==> src/rtl/soc_sonhamos_pkg.sv <==
// Shared constants and types for the CGRA external-slave arbitration path.
package soc_sonhamos_pkg;

  localparam int CGRA_XBAR_NMASTER    = 8;
  localparam int CGRA_MAX_OUTSTANDING = 4;

  typedef enum logic {
    IDLE,
    LOCKED
  } arb_state_e;

  // Index width that stays legal for a single-entry range.
  function automatic int idx_width(input int n);
    return (n > 1) ? $clog2(n) : 1;
  endfunction

endpackage

==> src/rtl/cgra_ext_slave_arbiter_if.sv <==
// OBI bundle between the CGRA masters, the shared-slave arbiter and the external slave.
interface cgra_ext_slave_arbiter_if #(
  parameter int NMASTER = soc_sonhamos_pkg::CGRA_XBAR_NMASTER
);

  logic [NMASTER-1:0]       m_req_i;
  logic [NMASTER-1:0]       m_gnt_o;
  logic [NMASTER-1:0][31:0] m_addr_i;
  logic [NMASTER-1:0][31:0] m_wdata_i;
  logic [NMASTER-1:0][3:0]  m_be_i;
  logic [NMASTER-1:0]       m_we_i;
  logic [NMASTER-1:0]       m_rvalid_o;
  logic [NMASTER-1:0][31:0] m_rdata_o;

  logic                     s_req_o;
  logic [31:0]              s_addr_o;
  logic [31:0]              s_wdata_o;
  logic [3:0]               s_be_o;
  logic                     s_we_o;
  logic                     s_gnt_i;
  logic                     s_rvalid_i;
  logic [31:0]              s_rdata_i;

  // Arbiter side of the bundle.
  modport slave (
    input  m_req_i, m_addr_i, m_wdata_i, m_be_i, m_we_i,
    input  s_gnt_i, s_rvalid_i, s_rdata_i,
    output m_gnt_o, m_rvalid_o, m_rdata_o,
    output s_req_o, s_addr_o, s_wdata_o, s_be_o, s_we_o
  );

  // Environment side: the masters and the external slave together.
  modport master (
    output m_req_i, m_addr_i, m_wdata_i, m_be_i, m_we_i,
    output s_gnt_i, s_rvalid_i, s_rdata_i,
    input  m_gnt_o, m_rvalid_o, m_rdata_o,
    input  s_req_o, s_addr_o, s_wdata_o, s_be_o, s_we_o
  );

endinterface

==> src/rtl/cgra_arb_id_fifo.sv <==
// In-order FIFO of granted master indices; the head names who owns the next response.
module cgra_arb_id_fifo #(
  parameter int  WIDTH = 3,
  parameter int  DEPTH = 4,
  localparam int CW    = $clog2(DEPTH + 1),
  localparam int PW    = (DEPTH > 1) ? $clog2(DEPTH) : 1
) (
  input  logic             clk_i,
  input  logic             rst_i,
  input  logic             push,
  input  logic [WIDTH-1:0] push_data,
  input  logic             pop,
  output logic [WIDTH-1:0] head,
  output logic             full,
  output logic             empty,
  output logic [CW-1:0]    count
);

  logic [WIDTH-1:0] mem [DEPTH];
  logic [PW-1:0]    wr_ptr_reg;
  logic [PW-1:0]    rd_ptr_reg;
  logic [CW-1:0]    count_reg;
  logic             do_push;
  logic             do_pop;

  function automatic logic [PW-1:0] wrap_inc(input logic [PW-1:0] p);
    return (p == PW'(DEPTH - 1)) ? '0 : p + 1'b1;
  endfunction

  assign full    = (count_reg == CW'(DEPTH));
  assign empty   = (count_reg == '0);
  assign do_push = push & ~full;
  assign do_pop  = pop & ~empty;
  assign head    = mem[rd_ptr_reg];
  assign count   = count_reg;

  // Storage carries no reset; occupancy alone decides what is valid.
  always_ff @(posedge clk_i) begin
    if (do_push) mem[wr_ptr_reg] <= push_data;
  end

  always_ff @(posedge clk_i) begin
    if (rst_i) begin
      wr_ptr_reg <= '0;
      rd_ptr_reg <= '0;
      count_reg  <= '0;
    end else begin
      if (do_push) wr_ptr_reg <= wrap_inc(wr_ptr_reg);
      if (do_pop)  rd_ptr_reg <= wrap_inc(rd_ptr_reg);
      case ({do_push, do_pop})
        2'b10:   count_reg <= count_reg + 1'b1;
        2'b01:   count_reg <= count_reg - 1'b1;
        default: count_reg <= count_reg;
      endcase
    end
  end

endmodule

==> src/rtl/cgra_ext_slave_arbiter.sv <==
// Round-robin arbiter sharing one OBI slave among the CGRA masters, with in-order
// response routing through an ID FIFO.
module cgra_ext_slave_arbiter
  import soc_sonhamos_pkg::*;
#(
  parameter int  NMASTER         = CGRA_XBAR_NMASTER,
  parameter int  MAX_OUTSTANDING = CGRA_MAX_OUTSTANDING,
  localparam int IDW             = idx_width(NMASTER),
  localparam int CW              = $clog2(MAX_OUTSTANDING + 1)
) (
  input  logic                    clk_i,
  input  logic                    rst_i,
  cgra_ext_slave_arbiter_if.slave bus,
  output logic [CW-1:0]           outstanding_o,
  output logic                    err_o
);

  arb_state_e     state_reg;
  logic [IDW-1:0] rr_ptr_reg;
  logic [IDW-1:0] locked_idx_reg;
  logic           err_reg;

  logic [IDW:0]   cand;
  logic [IDW-1:0] rr_winner;
  logic           rr_found;
  logic [IDW-1:0] sel_idx;
  logic [IDW-1:0] next_ptr;
  logic           req_valid;
  logic           s_req;
  logic           grant;
  logic           rsp_valid;
  logic [IDW-1:0] head_idx;
  logic           fifo_full;
  logic           fifo_empty;

  always_comb begin
    cand      = '0;
    rr_winner = '0;
    rr_found  = 1'b0;
    for (int i = 0; i < NMASTER; i++) begin
      cand = {1'b0, rr_ptr_reg} + (IDW + 1)'(i);
      if (cand >= (IDW + 1)'(NMASTER)) cand = cand - (IDW + 1)'(NMASTER);
      if (!rr_found && bus.m_req_i[cand[IDW-1:0]]) begin
        rr_winner = cand[IDW-1:0];
        rr_found  = 1'b1;
      end
    end
  end

  // A stalled request keeps its master on the bus until the slave accepts it.
  always_comb begin
    sel_idx   = (state_reg == LOCKED) ? locked_idx_reg : rr_winner;
    req_valid = (state_reg == LOCKED) ? bus.m_req_i[locked_idx_reg] : rr_found;
    s_req     = req_valid & ~fifo_full & ~rst_i;
    next_ptr  = (sel_idx == IDW'(NMASTER - 1)) ? '0 : sel_idx + 1'b1;
  end

  assign grant     = s_req & bus.s_gnt_i;
  assign rsp_valid = bus.s_rvalid_i & ~fifo_empty & ~rst_i;

  assign bus.s_req_o   = s_req;
  assign bus.s_addr_o  = s_req ? bus.m_addr_i[sel_idx]  : '0;
  assign bus.s_wdata_o = s_req ? bus.m_wdata_i[sel_idx] : '0;
  assign bus.s_be_o    = s_req ? bus.m_be_i[sel_idx]    : '0;
  assign bus.s_we_o    = s_req & bus.m_we_i[sel_idx];

  for (genvar gi = 0; gi < NMASTER; gi++) begin : g_route
    assign bus.m_gnt_o[gi]    = grant && (sel_idx == IDW'(gi));
    assign bus.m_rvalid_o[gi] = rsp_valid && (head_idx == IDW'(gi));
    assign bus.m_rdata_o[gi]  = (rsp_valid && (head_idx == IDW'(gi))) ? bus.s_rdata_i : '0;
  end

  cgra_arb_id_fifo #(
    .WIDTH (IDW),
    .DEPTH (MAX_OUTSTANDING)
  ) u_id_fifo (
    .clk_i     (clk_i),
    .rst_i     (rst_i),
    .push      (grant),
    .push_data (sel_idx),
    .pop       (rsp_valid),
    .head      (head_idx),
    .full      (fifo_full),
    .empty     (fifo_empty),
    .count     (outstanding_o)
  );

  always_ff @(posedge clk_i) begin
    if (rst_i) begin
      state_reg      <= IDLE;
      rr_ptr_reg     <= '0;
      locked_idx_reg <= '0;
      err_reg        <= 1'b0;
    end else begin
      // A response with nobody waiting for it is unroutable and latches the error.
      if (bus.s_rvalid_i && fifo_empty) err_reg <= 1'b1;
      case (state_reg)
        IDLE: begin
          if (grant) begin
            rr_ptr_reg <= next_ptr;
          end else if (s_req) begin
            state_reg      <= LOCKED;
            locked_idx_reg <= sel_idx;
          end
        end
        LOCKED: begin
          if (grant) begin
            rr_ptr_reg <= next_ptr;
            state_reg  <= IDLE;
          end else if (!req_valid) begin
            state_reg <= IDLE;
          end
        end
        default: state_reg <= IDLE;
      endcase
    end
  end

  assign err_o = err_reg;

endmodule

==> src/flat_wrapper.sv <==
// flat-port wrapper written by rule: the top's interface ports become plain ports
module cgra_ext_slave_arbiter_flat import soc_sonhamos_pkg::*;
#(
  parameter int  NMASTER         = CGRA_XBAR_NMASTER,
  parameter int  MAX_OUTSTANDING = CGRA_MAX_OUTSTANDING,
  localparam int IDW             = idx_width(NMASTER),
  localparam int CW              = $clog2(MAX_OUTSTANDING + 1)
)
  (clk_i, rst_i, outstanding_o, err_o, bus_m_req_i, bus_m_addr_i, bus_m_wdata_i, bus_m_be_i, bus_m_we_i, bus_s_gnt_i, bus_s_rvalid_i, bus_s_rdata_i, bus_m_gnt_o, bus_m_rvalid_o, bus_m_rdata_o, bus_s_req_o, bus_s_addr_o, bus_s_wdata_o, bus_s_be_o, bus_s_we_o);
  cgra_ext_slave_arbiter_if #(.NMASTER(NMASTER)) bus_i ();
  input  logic clk_i;
  input  logic rst_i;
  output logic [CW-1:0] outstanding_o;
  output logic err_o;
  input wire logic [$bits(bus_i.m_req_i)-1:0] bus_m_req_i;
  input wire logic [$bits(bus_i.m_addr_i)-1:0] bus_m_addr_i;
  input wire logic [$bits(bus_i.m_wdata_i)-1:0] bus_m_wdata_i;
  input wire logic [$bits(bus_i.m_be_i)-1:0] bus_m_be_i;
  input wire logic [$bits(bus_i.m_we_i)-1:0] bus_m_we_i;
  input wire logic [$bits(bus_i.s_gnt_i)-1:0] bus_s_gnt_i;
  input wire logic [$bits(bus_i.s_rvalid_i)-1:0] bus_s_rvalid_i;
  input wire logic [$bits(bus_i.s_rdata_i)-1:0] bus_s_rdata_i;
  output wire logic [$bits(bus_i.m_gnt_o)-1:0] bus_m_gnt_o;
  output wire logic [$bits(bus_i.m_rvalid_o)-1:0] bus_m_rvalid_o;
  output wire logic [$bits(bus_i.m_rdata_o)-1:0] bus_m_rdata_o;
  output wire logic [$bits(bus_i.s_req_o)-1:0] bus_s_req_o;
  output wire logic [$bits(bus_i.s_addr_o)-1:0] bus_s_addr_o;
  output wire logic [$bits(bus_i.s_wdata_o)-1:0] bus_s_wdata_o;
  output wire logic [$bits(bus_i.s_be_o)-1:0] bus_s_be_o;
  output wire logic [$bits(bus_i.s_we_o)-1:0] bus_s_we_o;
  assign bus_i.m_req_i = bus_m_req_i;
  assign bus_i.m_addr_i = bus_m_addr_i;
  assign bus_i.m_wdata_i = bus_m_wdata_i;
  assign bus_i.m_be_i = bus_m_be_i;
  assign bus_i.m_we_i = bus_m_we_i;
  assign bus_i.s_gnt_i = bus_s_gnt_i;
  assign bus_i.s_rvalid_i = bus_s_rvalid_i;
  assign bus_i.s_rdata_i = bus_s_rdata_i;
  assign bus_m_gnt_o = bus_i.m_gnt_o;
  assign bus_m_rvalid_o = bus_i.m_rvalid_o;
  assign bus_m_rdata_o = bus_i.m_rdata_o;
  assign bus_s_req_o = bus_i.s_req_o;
  assign bus_s_addr_o = bus_i.s_addr_o;
  assign bus_s_wdata_o = bus_i.s_wdata_o;
  assign bus_s_be_o = bus_i.s_be_o;
  assign bus_s_we_o = bus_i.s_we_o;
  cgra_ext_slave_arbiter #(.NMASTER(NMASTER), .MAX_OUTSTANDING(MAX_OUTSTANDING)) u_core (.clk_i(clk_i), .rst_i(rst_i), .bus(bus_i), .outstanding_o(outstanding_o), .err_o(err_o));
endmodule
==> config.mk <==
export PLATFORM = sky130hd
export DESIGN_NAME = cgra_ext_slave_arbiter_flat
export DESIGN_NICKNAME = d
export VERILOG_FILES = /design/src/rtl/soc_sonhamos_pkg.sv /design/src/rtl/cgra_ext_slave_arbiter_if.sv /design/src/rtl/cgra_arb_id_fifo.sv /design/src/rtl/cgra_ext_slave_arbiter.sv /design/src/flat_wrapper.sv
export SDC_FILE = /design/constraint.sdc
export NUM_CORES = 1
export LEC_CHECK = 0
export BUFFER_PORTS_ARGS = -buffer_cell sky130_fd_sc_hd__buf_2
export CORE_AREA = 2 2 369 371
export CTS_BUF_LIST = sky130_fd_sc_hd__clkbuf_2
export DETAILED_ROUTE_END_ITERATION = 10
export DIE_AREA = 0 0 371 373
export PLACE_DENSITY = 0.3
export SLEW_MARGIN = 10
export SYNTH_ARGS = -nofsm -noshare
export SYNTH_HDL_FRONTEND = slang
export SYNTH_SLANG_ARGS = --single-unit
==> constraint.sdc <==
create_clock -name clk_i -period 7.87 [get_ports clk_i]
set_input_delay 0.3935 -clock clk_i [delete_from_list [all_inputs] [get_ports clk_i]]
set_output_delay 0.3935 -clock clk_i [all_outputs]
set_load 0.005 [all_outputs]
* Word level (Yosys, flattened, before mapping)
Memory sizes are Yosys's and may differ from the RTL's. A register that Yosys moved wholly into a read port is not among the register bits.
Cells that the tools add are included.
** Storage, ports and cells
- Bits of input ports :: 596
- Memories kept :: 1
- Register bits :: 15
- RAM bits :: 12
- Bits in latches :: 0
- Output and inout bits :: 346
- Word-level logic and storage cells :: 191
- Memory bits (read-only) :: 0
** Operators by class
- Shift operators :: 0
- Div/mod/pow operators :: 0
- Muxes and demuxes :: 77
- Bitwise operators :: 13
- Add/subtract/negate cells :: 20
- Order comparisons :: 18
- Reductions and logical operators :: 36
- Multipliers :: 0
- Equal/unequal tests :: 19
** Memory list
- u_core.u_id_fifo.mem :: words 4, bits a word 3, rd ports 1, clocked after Yosys merged registers in 1, wr ports 1, RTL line cgra_arb_id_fifo.sv:19 : logic [WIDTH-1:0] mem [DEPTH];
** Operators by type and width (number)
- $mux 32 :: 12
- $bmux 32 s3 :: 2
- $mux 3 :: 19
- $lt 3x4->1 const B :: 10
- $bmux 1 s3 :: 10
- $ge 4x4->1 const B :: 7
- $eq 3x3->1 const B :: 9
- $sub 3x1->3 const B :: 9
- $mux 1 :: 25
- $logic_and 1x1->1 :: 24
- $add 3x3->4 const B :: 4
- $bmux 4 s3 :: 1
- $eq 3x2->1 const B :: 4
- $logic_not 3->1 :: 3
- $add 3x2->4 const B :: 2
- $and 1x1->1 :: 8
- $mux 2 :: 4
- $mux 4 :: 2
- $logic_not 1->1 :: 7
- $add 3x1->3 const B :: 2
- $eq 2x2->1 const B :: 3
- $eq 3x1->1 const B :: 2
- $pmux 3 s2 :: 1
- $not 1->1 :: 5
- 7 further kinds :: 8

* Logic depth before layout (Yosys ltp)
- Word-level depth :: 33
- Gate-level depth with buffers :: 20
- Gate-level depth less buffers :: 16

* By module
A second synthesis with hierarchy kept.
** Second synthesis, totals
- Cell total of the unflattened synthesis :: 1484
- Area total of the unflattened synthesis :: 10767.8 um^2
** By module, submodules not included
- cgra_ext_slave_arbiter :: cells each 1415, seq. area each 160.2 um^2, instances 1, area each 9841.9 um^2
- cgra_arb_id_fifo :: cells each 69, seq. area each 540.5 um^2, instances 1, area each 925.9 um^2

* Worst setup path after synthesis
No wires, ideal clock.
- Kind :: register to register
- Start :: reg u_core.rr_ptr_reg[1]
- End :: reg u_core.u_id_fifo.count_reg[2] (netlist: u_core.u_id_fifo.count[2])
- Path slack :: 3.190 ns
- Stages on the path, launching flop included :: 21
- Data required time :: 7.800 ns
- Clock period less this slack :: 4.680 ns
- Data arrival time :: 4.609 ns
- Library setup time :: 0.070 ns
- Path buffers :: 4
- Path through :: dfxtp_1 -> buf_2 -> clkbuf_1 -> inv_1 -> ha_1 -> buf_2 -> buf_4 -> mux2_2 -> a221oi_2 -> nand2_1 -> a21oi_2 -> nand3_1 -> o311ai_4 -> nor2_2 -> inv_1 -> ha_1 -> inv_1 -> fa_1 -> xor2_1 -> or3_1 -> a21oi_1
** Between the ends
- Longest elaborated chain between the ends :: 33
- Elaborated cells on any way between the ends :: 78
- Classes of those cells :: 15 x add/sub; 8 x order compare; 2 x eq/ne; 34 x mux; 4 x bitwise; 15 x reduce/logical
** RTL lines
- from (decl) :: RTL line cgra_ext_slave_arbiter.sv:19 : logic [IDW-1:0] rr_ptr_reg;
- from (signal assigned) :: RTL line cgra_ext_slave_arbiter.sv:100 : rr_ptr_reg <= next_ptr;
- from (signal assigned) :: RTL line cgra_ext_slave_arbiter.sv:108 : rr_ptr_reg <= next_ptr;
- branches (longest 25 deep; another with $add 3x1->4)
- $mux 1 * :: RTL line cgra_ext_slave_arbiter.sv:43 : if (!rr_found && bus.m_req_i[cand[IDW-1:0]]) begin
- $mux 1 * :: RTL line cgra_ext_slave_arbiter.sv:53 : req_valid = (state_reg == LOCKED) ? bus.m_req_i[locked_idx_reg] : rr_found;
- $and 1x1->1 * (2 in series) :: RTL line cgra_ext_slave_arbiter.sv:54 : s_req = req_valid & ~fifo_full & ~rst_i;
- $and 1x1->1 * :: RTL line cgra_ext_slave_arbiter.sv:58 : assign grant = s_req & bus.s_gnt_i;
- $and 1x1->1 * :: RTL line cgra_arb_id_fifo.sv:32 : assign do_push = push & ~full;
- $eq 2x1->1 / $eq 2x2->1 (equally long branches) :: RTL line cgra_arb_id_fifo.sv:50 : case ({do_push, do_pop})
- $pmux 3 s2 / $reduce_bool 2->1 (equally long branches)
- to (signal assigned) :: RTL line cgra_arb_id_fifo.sv:51 : 2'b10: count_reg <= count_reg + 1'b1;
- to (signal assigned) :: RTL line cgra_arb_id_fifo.sv:52 : 2'b01: count_reg <= count_reg - 1'b1;
- to (signal assigned) :: RTL line cgra_arb_id_fifo.sv:53 : default: count_reg <= count_reg;
- to (decl) :: RTL line cgra_arb_id_fifo.sv:22 : logic [CW-1:0] count_reg;
Every way passes the cells marked *. The select of a mux whose other input is x is not followed.
A chain may end at the register's enable or synchronous reset.

* Worst setup path in the final report
- Start :: reg u_core.rr_ptr_reg[1]
- End :: out bus_s_wdata_o[5]
** Between the ends
- Longest elaborated chain between the ends :: 30
- Elaborated cells on any way between the ends :: 84
- Classes of those cells :: 15 x add/sub; 8 x order compare; 45 x mux; 2 x bitwise; 14 x reduce/logical
** RTL lines
- branches (longest 29 deep; another with $add 3x1->4)
- $mux 32 * :: RTL line cgra_ext_slave_arbiter.sv:63 : assign bus.s_wdata_o = s_req ? bus.m_wdata_i[sel_idx] : '0;
- to (decl) :: RTL line flat_wrapper.sv:28 : output wire logic [$bits(bus_i.s_wdata_o)-1:0] bus_s_wdata_o;
Marks and branches as above.

==> impl_metrics.env <==
export IMPL_drive_gt1_frac=0.432
export IMPL_seq_area_frac_synth=0.0647
export IMPL_cp_data_arrival_time_ns=6.33
export IMPL_synth_enable_flop_cells=12
export IMPL_syn_inst=1616
export IMPL_critical_path_max_fanout=80
export IMPL_ys_types=59
export IMPL_p_clk_frac=0.057
export IMPL_clock_latency_ns=0.39
export IMPL_async_flop_share=0
export IMPL_grt_overflow=0
export IMPL_grt_max_degree=179
export IMPL_vias=15598
export IMPL_synth_warnings=0
export IMPL_required_ns=7.48
export IMPL_root_buffer="clkbuf_2"
export IMPL_setup_viol=0
export IMPL_dpl_hpwl_mm=78.1
export IMPL_synth_top_area_frac=0.164
export IMPL_top_register="u_core.u_id_fifo.mem"
export IMPL_die_area_um2=138000
export IMPL_multi_input_area_um2=9150
export IMPL_synth_most_common_cell="and3_1"
export IMPL_cts_setup_buffers=0
export IMPL_fin_crit_sh=0.854
export IMPL_fin_nets=3022
export IMPL_io_pins=942
export IMPL_detail_route_antenna_nets=0
export IMPL_critPathCaptureType="primary output"
export IMPL_hold_ws_ns=0.336
export IMPL_drv_cap=0
export IMPL_start_kind="flip-flop"
export IMPL_combPwrFrac=0.869
export IMPL_power_density_nw_per_um2=149
export IMPL_irDropWorstVdd_uv=107
export IMPL_synth_fp_nets=2227
export IMPL_relSlewSlack=0.260
export IMPL_grt_pass1_vias=14987
export IMPL_rsz0062_at_grt="no"
export IMPL_fp_row_count=135
export IMPL_max_freq_mhz=149
export IMPL_die_h_um=373
export IMPL_worstSetupPathType="flip-flop to primary output"
export IMPL_min_period_ns=6.72
export IMPL_cts_htree_levels=2
export IMPL_p_int_mw=1.08
export IMPL_postRouteWirelength_mm=93.8
export IMPL_clockBufferDepth=2
export IMPL_yosys_top_cells_area="a21boi_0 (16%), and3_1 (16%), and2_1 (15%)"
export IMPL_tightest_slew_ns=1.10
export IMPL_skew_ns=0.0156
export IMPL_antenna_found_initial=60
export IMPL_drcViolationCount=0
export IMPL_switching_share=0.583
export IMPL_cts_resized=0
export IMPL_fillers=15956
export IMPL_seq_area_um2=701
export IMPL_grt_use_total=0.126
export IMPL_netSwitchingPower_mw=1.51
export IMPL_synth_largest_area_cell="a21boi_0"
export IMPL_cts_buffers=5
export IMPL_drt_vias_per_instance=3.71
export IMPL_hold_viol=0
export IMPL_core_area_um2=135000
export IMPL_leakagePower_nw=8.75
export IMPL_hold_class="input port to flip-flop"
export IMPL_drt_iter0_markers=821
export IMPL_ys_ff_latch=29
export IMPL_drv_slew=0
export IMPL_seq_power_share=0.074
export IMPL_r2r_slack_ns=2.31
export IMPL_areaGrowthSynthToFinish_pct=60.5
export IMPL_finalSetupTns_ns=0
export IMPL_synth_area_per_cell_um2=6.70
export IMPL_synth_area_um2=10800
export IMPL_largest_reg_flops=12
export IMPL_gp_congestion=0.886
export IMPL_port_buffers=941
export IMPL_start_util=0.0805
export IMPL_netlist_top_cells_count="and3_1 (282), and2_1 (265), a21boi_0 (236)"
export IMPL_status="finished, final reports clean"
export IMPL_synth_main_ff_cell="dfxtp_1"
export IMPL_firstDrtPassIters=4
export IMPL_wl_per_cell_um=22.3
export IMPL_die_width_um=371
export IMPL_holdBufCountCts=0
export IMPL_grt_pass1_wl_mm=124
export IMPL_numClockSinks=29
export IMPL_cts_tree="built"
export IMPL_clkTransAtPathRegs_ns=0.18
metrics by stage:
step                cell area [um2]  setup WS, ns  power, mW  std cells   util
CTS                           17400         0.931       2.65       4193  0.129
finish                        17400          1.15       2.59       4199  0.129
global route                  17400         0.680       2.81       4198  0.129
floorplan                     10800          3.19       1.48       1616      -
detailed placement            17300          1.42       2.49       4185  0.128
global placement              17300          1.44       2.51       4185  0.128
worst max-delay path, cell delays in order (launching register included):
cell      delay (ns)
dfxtp_1         0.35
buf_4           0.26
inv_1           0.12
ha_1            0.82
mux4_2          0.64
mux2i_1         0.33
inv_2           0.07
a21oi_2         0.25
a311o_1         0.27
a221o_4         0.74
buf_12          0.32
buf_12          0.30
a21boi_1        0.10
o21ai_1         0.50
nand4_1         0.48
buf_2           0.28
final timing paths:
check                        from                         to  cells after the start
max reg2reg  u_core.rr_ptr_reg[1]  u_core.u_id_fifo.count[2]                     17
min reg2reg          u_core.err_o               u_core.err_o                      2
max          u_core.rr_ptr_reg[1]           bus_s_wdata_o[5]                     15
min                bus_s_rvalid_i               u_core.err_o                      3
layer usage:
layer / part of all wire / GRT usage
met1: 0.43 / 0.160
met2: 0.47 / 0.214
met5: 0.0045 / 0
met4: 0.011 / 0.0137
met3: 0.087 / 0.0392
kinds of logic (layout without fill, tap and decap cells):
| group | count (synthesis) | in the layout | synth area share |
|---|---|---|---|
| fa+ha+maj | 15 | 15 | 0.0180 |
| mux | 47 | 47 | 0.0639 |
| other cells | 0 | 6 | 0 |
| xor+xnor | 5 | 5 | 0.00404 |
| compound gates | 608 | 608 | 0.361 |
| flops | 29 | 29 | 0.0647 |
| simple gates | 697 | 697 | 0.393 |
| buf+inv | 215 | 1011 | 0.0953 |
power groups by stage:
| stage | Sequential [mW] | Clock, mW | Combinational [mW] |
|---|---|---|---|
| 2_1_floorplan | 0.188 | 0 | 1.30 |
| 3_3_place_gp | 0.196 | 0 | 2.31 |
| 3_5_place_dp | 0.196 | 0 | 2.29 |
| 4_1_cts | 0.193 | 0.153 | 2.30 |
| 5_1_grt | 0.194 | 0.159 | 2.46 |
| 6_report | 0.192 | 0.147 | 2.25 |
area by class of cell:
type                       count  area share
antenna                        6    0.000863
multi-input combinational   1372       0.526
clock buffer                   5     0.00144
clock inverter                 3     0.00374
timing repair buffer         981       0.295
inverter                      22     0.00475
tap                         1781       0.128
sequential                    29      0.0403
placed cells by master (no fill, tap or decap), types with 4 or more instances in the layout:
master / n
a21boi_0: 236
a21boi_1: 42
a21oi_1: 8
a22oi_1: 4
a31oi_1: 4
and2_1: 265
and3_1: 282
buf_12: 9
buf_2: 941
buf_4: 31
clkbuf_2: 5
dfxtp_1: 17
diode_2: 6
edfxtp_1: 12
ha_1: 14
inv_1: 19
mux2_2: 7
mux2i_1: 23
mux4_2: 17
nand2_1: 19
nand2b_1: 6
nand3_1: 8
nand4_1: 70
nor2_1: 20
nor2_2: 9
nor3_1: 4
nor3_4: 4
o21ai_0: 51
o21ai_1: 234
or3_1: 4
xor2_1: 4
Power figures use the tool's default switching activity.
